<file path="config.mk">
export PLATFORM = sky130hd
export DESIGN_NAME = rocketcpu_audio_arbiter
export DESIGN_NICKNAME = d
export VERILOG_FILES = /design/src/rtl/rocketcpu_audio_pkg.sv /design/src/rtl/rocketcpu_audio_arbiter_rr_arb2.sv /design/src/rtl/rocketcpu_audio_arbiter.sv
export SDC_FILE = /design/constraint.sdc
export NUM_CORES = 1
export LEC_CHECK = 0
export CORE_MARGIN = 10
export CORE_UTILIZATION = 34
export CTS_BUF_LIST = sky130_fd_sc_hd__clkbuf_2 sky130_fd_sc_hd__clkbuf_4 sky130_fd_sc_hd__clkbuf_8
export DETAILED_ROUTE_END_ITERATION = 12
export HOLD_SLACK_MARGIN = 0.08
export PLACE_DENSITY = 0.69
export SYNTH_ARGS = -nofsm -noshare
export SYNTH_HDL_FRONTEND = slang
export SYNTH_SLANG_ARGS = --single-unit
</file>
<file path="constraint.sdc">
create_clock -name i_wb_clk -period 5.9 [get_ports i_wb_clk]
set_input_delay 0.885 -clock i_wb_clk [delete_from_list [all_inputs] [get_ports i_wb_clk]]
set_output_delay 0.885 -clock i_wb_clk [all_outputs]
set_load 0.01 [all_outputs]
</file>
<file path="src/rtl/rocketcpu_audio_pkg.sv">
// Shared definitions for the audio parameter bus arbiter.
// FSM encodings and the slave address map.
package rocketcpu_audio_pkg;

    localparam logic [1:0] ST_IDLE  = 2'd0;
    localparam logic [1:0] ST_GNT0  = 2'd1;
    localparam logic [1:0] ST_GNT1  = 2'd2;
    localparam logic [1:0] ST_DRAIN = 2'd3;

    localparam logic [31:0] AUDIO_REG_BASE = 32'h1000_0000;
    localparam logic [31:0] STATUS_BASE    = 32'h1001_0000;

endpackage

</file>
<file path="src/rtl/rocketcpu_audio_arbiter_rr_arb2.sv">
// Two-request round-robin picker.
// The requester that did not win last time takes a tie.
module rocketcpu_rr_arb2 (
    input  logic [1:0] req,
    input  logic       last_grant,
    output logic [1:0] grant
);

    assign grant[0] = req[0] & (~req[1] | last_grant);
    assign grant[1] = req[1] & (~req[0] | ~last_grant);

endmodule

</file>
<file path="src/rtl/rocketcpu_audio_arbiter.sv">
// Two-master round-robin Wishbone arbiter for the audio parameter slave.
// One transfer per grant, timeout error, post-transfer drain window.
module rocketcpu_audio_arbiter
    import rocketcpu_audio_pkg::*;
#(
    parameter int TIMEOUT_CYCLES = 15,
    parameter int DRAIN_CYCLES   = 2
) (
    input  logic        i_wb_clk,
    input  logic        i_wb_rst_n,
    input  logic [31:0] i_m0_adr,
    input  logic [31:0] i_m0_dat,
    input  logic [3:0]  i_m0_sel,
    input  logic        i_m0_we,
    input  logic        i_m0_cyc,
    output logic [31:0] o_m0_rdt,
    output logic        o_m0_ack,
    output logic        o_m0_err,
    input  logic [31:0] i_m1_adr,
    input  logic [31:0] i_m1_dat,
    input  logic [3:0]  i_m1_sel,
    input  logic        i_m1_we,
    input  logic        i_m1_cyc,
    output logic [31:0] o_m1_rdt,
    output logic        o_m1_ack,
    output logic        o_m1_err,
    output logic [31:0] o_s_adr,
    output logic [31:0] o_s_dat,
    output logic [3:0]  o_s_sel,
    output logic        o_s_we,
    output logic        o_s_cyc,
    input  logic [31:0] i_s_rdt,
    input  logic        i_s_ack,
    output logic [1:0]  o_grant,
    output logic        o_busy
);

    localparam logic [7:0] TMO_LAST = 8'(TIMEOUT_CYCLES - 1);
    localparam logic [2:0] DRN_LAST = 3'(DRAIN_CYCLES - 1);

    logic [1:0] state;
    logic       last_grant;
    logic [7:0] tmo_cnt;
    logic [2:0] drn_cnt;
    logic [1:0] pick;
    logic       own_cyc;
    logic       is_g1;

    rocketcpu_rr_arb2 u_rr (
        .req        ({i_m1_cyc, i_m0_cyc}),
        .last_grant (last_grant),
        .grant      (pick)
    );

    assign is_g1   = (state == ST_GNT1);
    assign own_cyc = is_g1 ? i_m1_cyc : i_m0_cyc;
    assign o_grant = {is_g1, state == ST_GNT0};
    assign o_busy  = (state != ST_IDLE);

    always_ff @(posedge i_wb_clk or negedge i_wb_rst_n) begin
        if (!i_wb_rst_n) begin
            state      <= ST_IDLE;
            last_grant <= 1'b1;
            tmo_cnt    <= '0;
            drn_cnt    <= '0;
            o_s_adr    <= '0;
            o_s_dat    <= '0;
            o_s_sel    <= '0;
            o_s_we     <= 1'b0;
            o_s_cyc    <= 1'b0;
            o_m0_rdt   <= '0;
            o_m1_rdt   <= '0;
            o_m0_ack   <= 1'b0;
            o_m1_ack   <= 1'b0;
            o_m0_err   <= 1'b0;
            o_m1_err   <= 1'b0;
        end else begin
            o_m0_ack <= 1'b0;
            o_m1_ack <= 1'b0;
            o_m0_err <= 1'b0;
            o_m1_err <= 1'b0;
            unique case (state)
                ST_IDLE: begin
                    tmo_cnt <= '0;
                    if (pick[0]) begin
                        state   <= ST_GNT0;
                        o_s_adr <= i_m0_adr;
                        o_s_dat <= i_m0_dat;
                        o_s_sel <= i_m0_sel;
                        o_s_we  <= i_m0_we;
                        o_s_cyc <= 1'b1;
                    end else if (pick[1]) begin
                        state   <= ST_GNT1;
                        o_s_adr <= i_m1_adr;
                        o_s_dat <= i_m1_dat;
                        o_s_sel <= i_m1_sel;
                        o_s_we  <= i_m1_we;
                        o_s_cyc <= 1'b1;
                    end
                end
                ST_GNT0, ST_GNT1: begin
                    // ack beats abort and timeout when they coincide
                    if (i_s_ack) begin
                        if (is_g1) begin
                            o_m1_ack <= 1'b1;
                            o_m1_rdt <= i_s_rdt;
                        end else begin
                            o_m0_ack <= 1'b1;
                            o_m0_rdt <= i_s_rdt;
                        end
                        o_s_cyc    <= 1'b0;
                        last_grant <= is_g1;
                        state      <= ST_DRAIN;
                    end else if (!own_cyc) begin
                        o_s_cyc <= 1'b0;
                        state   <= ST_DRAIN;
                    end else if (tmo_cnt == TMO_LAST) begin
                        o_m1_err   <= is_g1;
                        o_m0_err   <= ~is_g1;
                        o_s_cyc    <= 1'b0;
                        last_grant <= is_g1;
                        state      <= ST_DRAIN;
                    end else begin
                        tmo_cnt <= tmo_cnt + 8'd1;
                    end
                end
                ST_DRAIN: begin
                    if (drn_cnt == DRN_LAST) begin
                        drn_cnt <= '0;
                        state   <= ST_IDLE;
                    end else begin
                        drn_cnt <= drn_cnt + 3'd1;
                    end
                end
                default: state <= ST_IDLE;
            endcase
        end
    end

endmodule

</file>
==> reports/metrics.sh <==
DRIVE_GT1_SHARE_PCT=8.34
DRV_CAP=0
CP_MAX_FO=7
ARRIVAL_NS=1.94
FINAL-MAX-SLEW-VIOLATION-COUNT=0
USE_MET1_PCT=18.6
TIMING_WORST_SETUP_PATH_TYPE='reg -> out'
COREAREA_SQ_UM=18800
HOLDCRITSTARTPOINT='o_m0_rdt[18]$_DFFE_PN0P_'
NETLIST.TOP_CELL.BY_AREA='sky130_fd_sc_hd__dfrtp_1'
FIRST_PASS_ITERS=4
OVERFLOW_LEFT_AFTER_GLOBAL_ROUTING=0
NUM-NETS-FINAL=1092
POSTCTSRESIZEDCELLS=0
FIN_WORST_SKEW_NS=0.0160
AREA_DELTA_SYNTH_FINAL_PCT=59.2
OUTCOME='finished, final reports clean'
POST-ROUTE-CELL-AREA_SQ_UM=10400
NETLIST-CELL-TYPE-COUNT=36
CLOCKPOWERSHARE_PCT=18.3
NUMBER_OF_ENABLE_TYPE_REGISTER_CELLS_IN_THE_SYNTHESIZED_NETLIST=0
DRC=0
AVGSYNTHCELLAREA_SQ_UM=10.8
DETAILEDROUTE.FIRSTITERATIONVIOLATIONS=217
CTS_SINKS=152
INITIAL_CORE_UTIL_PCT=34.7
LAYOUT.CELLS.MOST_COMMON='sky130_fd_sc_hd__clkdlybuf4s50_1'
DETAIL-ROUTE-ANTENNA-NETS=0
WORSTSETUPSTARTPOINTTYPE='register'
SEQUENTIAL_SHARE_OF_POWER_PCT=34.7
FINALHOLDWORSTSLACK_NS=0.475
CLOCK_TREE.ROOT_CELL='sky130_fd_sc_hd__clkbuf_8'
MET2_USAGE_PCT=27.6
POWER.STATIC_LEAKAGE_nW=4.84
GLOBALROUTEMET3UTIL_PCT=5.45
SYN_NETS=789
SETUP_VIOL_COUNT_FINAL=0
GRT_SETUP_UNREPAIRED='no'
DETAILED_PLACE.AREA_SQ_UM=9930
REGTOREGSETUPSLACK_NS=3.41
LAYOUT.CORE_UTILIZATION_PCT=55.2
WORST-SLEW-PIN-TRANSITION_NS=1.16
SYN-INSTANCE-COUNT=607
GRT_FIRST_PASS_WIRELENGTH_UM=31400
SYNTH_SEQUENTIAL_AREA_RATIO_PCT=58.3
CTS_HOLD_BUFFERS=0
TOP_USAGE_LAYER='met2'
GRT_MAX_DEGREE=97
P_SW_mW=1.78
MAX_FREQ_MHz=354
TOTAL_NEGATIVE_SLACK_FOR_SETUP_CHECKS_NS=0
ROUTE.DETAILED.VIAS_PER_INST=4.53
FP-ROW-COUNT=50
SYNTHARSTFLOPSHARE_PCT=100
CTS-ROOT-TO-SINK-BUFFERS=2
MOSTFREQUENTLAYOUTCELLS='sky130_fd_sc_hd__clkdlybuf4s50_1, sky130_fd_sc_hd__nand2_1, sky130_fd_sc_hd__dfrtp_1'
SYNTH_TOP_CELLS_BY_AREA='sky130_fd_sc_hd__dfrtp_1, sky130_fd_sc_hd__mux2i_1, sky130_fd_sc_hd__nand2_1, sky130_fd_sc_hd__o21ai_0, sky130_fd_sc_hd__mux2_2'
CTS_INSERTED_BUFFERS=17
N_ANTENNA_CELL=0
FINAL_HOLD_VIOL_COUNT=0
FINAL_CRITICAL_PATH_SETUP_SLACK_NS=3.07
SYN-CELL-AREA_SQ_UM=6530
DP_WORST_SETUP_SLACK_NS=2.70
PERIOD_MINUS_SLACK_NS=2.83
ANTENNA_FOUND_INITIAL=0
P_INT_mW=3.32
VIA_COUNT=5357
COMB_POWER_SHARE_PCT=47.0
COUNT_OF_PINS_ON_THE_BLOCK_BOUNDARY=316
YOSYS_WARNINGS=0
AVGROUTEDWIREPERCELL_UM=17.4
CP.REQUIRED_NS=5.02
MIN_DELAY_PATH_CLASS='reg -> reg'
SYNTHDOMINANTCELLAREASHARE_PCT=57.9
VIAS_IN_THE_FIRST_GLOBAL_ROUTE=5564
RR_WORST_DEPTH=7
CRIT_PATH_END_KIND='output pin'
MIN_TO='o_m0_rdt[18]$_DFFE_PN0P_'
PLACE_CONGESTION=0.750
CLOCK_TREE_FROM_TRITONCTS='built'
CTS.REPAIR_TIMING.SETUP_BUFFER_COUNT=0
REGTOREGSTARTPOINT='state[0]$_DFFE_PN0P_'
MAX-SLEW-MARGIN-REL_PCT=22.4
TOTAL_DIE_AREA_SQ_UM=25200
TOTAL_ROUTING_USAGE_GR_PCT=16.0
NETSWITCHINGFRACTION_PCT=34.9
WORSTHOLDPATHCELLS=2
VDD_IR_DROP_MAX_mV=0.210
HPWL_UM=15600
IO_BUFFER_COUNT=315
YOSYS_REGISTER_BITS=152
MIN_PERIOD_OVER_PERIOD_PCT=47.9
DIE_W_UM=159
H_TREE_LEVELS=4
WORST_R2R_ENDPOINT='o_m0_rdt[25]$_DFFE_PN0P_'
TOTALWIRELENGTH_UM=20500
DIE_HEIGHT_UM=159
DOMINANTREGCELLSYNTH='sky130_fd_sc_hd__dfrtp_1'
P_PER_AREA_nW_PER_UM2=490
WORST_SKEW_PAIR.LATE_LATENCY_NS=0.45
PATH_CLK_SLEW_NS=0.08
==> worst max path at each step <==
stage / start / to / slack (ns) / cells past startpoint
after floorplan: i_s_ack / state[0]$_DFFE_PN0P_ / 3.90 / 5
after global placement: i_m1_cyc / o_s_adr[0]$_DFFE_PN0P_ / 2.75 / 6
after detailed placement: i_m1_cyc / o_s_adr[14]$_DFFE_PN0P_ / 2.70 / 6
after CTS: state[0]$_DFFE_PN0P_ / o_grant[1] / 3.01 / 3
after global routing: state[0]$_DFFE_PN0P_ / o_grant[1] / 2.90 / 3
final: state[0]$_DFFE_PN0P_ / o_grant[1] / 3.07 / 3
==> logic make-up (layout without fill, tap and decap cells) <==
family          count (synthesis)  in the layout  share of synthesized area (%)
fa+ha+maj                       7              7                           1.34
simple gates                  202            202                           12.5
xor+xnor                        3              3                          0.402
buf+inv                        47            363                           3.10
flops                         152            152                           58.3
compound gates                 88             88                           7.11
mux                           108            108                           17.3
==> critical path, stage by stage, from the launching register on <==
cell and delay, ns:
sky130_fd_sc_hd__dfrtp_1 0.42, sky130_fd_sc_hd__inv_1 0.12, sky130_fd_sc_hd__ha_1 0.34, sky130_fd_sc_hd__clkdlybuf4s50_1 0.64
==> stage by stage <==
stage | total power, mW | std cells
3_5_place_dp | 4.23 | 1151
4_1_cts | 5.19 | 1183
6_report | 5.10 | 1183
3_3_place_gp | 4.19 | 1151
5_1_grt | 5.47 | 1183
2_1_floorplan | 2.86 | 607
==> cell usage after synthesis (2+ instances only) <==
cell and number:
sky130_fd_sc_hd__a211o_1 2, sky130_fd_sc_hd__a21o_1 3, sky130_fd_sc_hd__a21oi_1 2, sky130_fd_sc_hd__buf_2 12
sky130_fd_sc_hd__clkbuf_1 21, sky130_fd_sc_hd__dfrtp_1 151, sky130_fd_sc_hd__ha_1 7, sky130_fd_sc_hd__inv_1 11
sky130_fd_sc_hd__mux2_2 34, sky130_fd_sc_hd__mux2i_1 73, sky130_fd_sc_hd__nand2_1 173, sky130_fd_sc_hd__nand2b_1 2
sky130_fd_sc_hd__nand3_1 12, sky130_fd_sc_hd__nor3_1 4, sky130_fd_sc_hd__o21ai_0 77, sky130_fd_sc_hd__or3_1 2
sky130_fd_sc_hd__xnor2_1 2
==> layer usage <==
metal / vias to the layer above / routed length, um
met1: 2533 / 8250
met2: 157 / 10500
met3: 19 / 1480
met4: 0 / 298
met5: - / 0
li1: 2648 / -
==> state kept, by name (all words and copies together), names as in the netlist, 2 cells and up <==
register / cells
o_m0_rdt: 32
tmo_cnt: 8
state: 2
o_s_sel: 4
o_s_adr: 32
o_s_dat: 32
o_m1_rdt: 32
drn_cnt: 3
==> cell type report <==
class	count	area, sq um
fillers	1699	8430
flip-flops and latches	152	3800
repair buffers	320	3200
multi-input cells	408	2550
well taps	260	325
clock buffers	19	255
clock inverters	13	218
inverters	11	41.3
==> power groups by stage <==
stage                     Combinational (mW)  Clock [mW]  Sequential (mW)
after global placement                  2.43           0             1.77
final                                   2.40       0.935             1.77
after CTS                               2.45       0.964             1.77
after global routing                    2.62        1.01             1.83
after detailed placement                2.44           0             1.79
after floorplan                        0.872           0             1.99
Note: power is estimated with default switching activity, not from simulation.
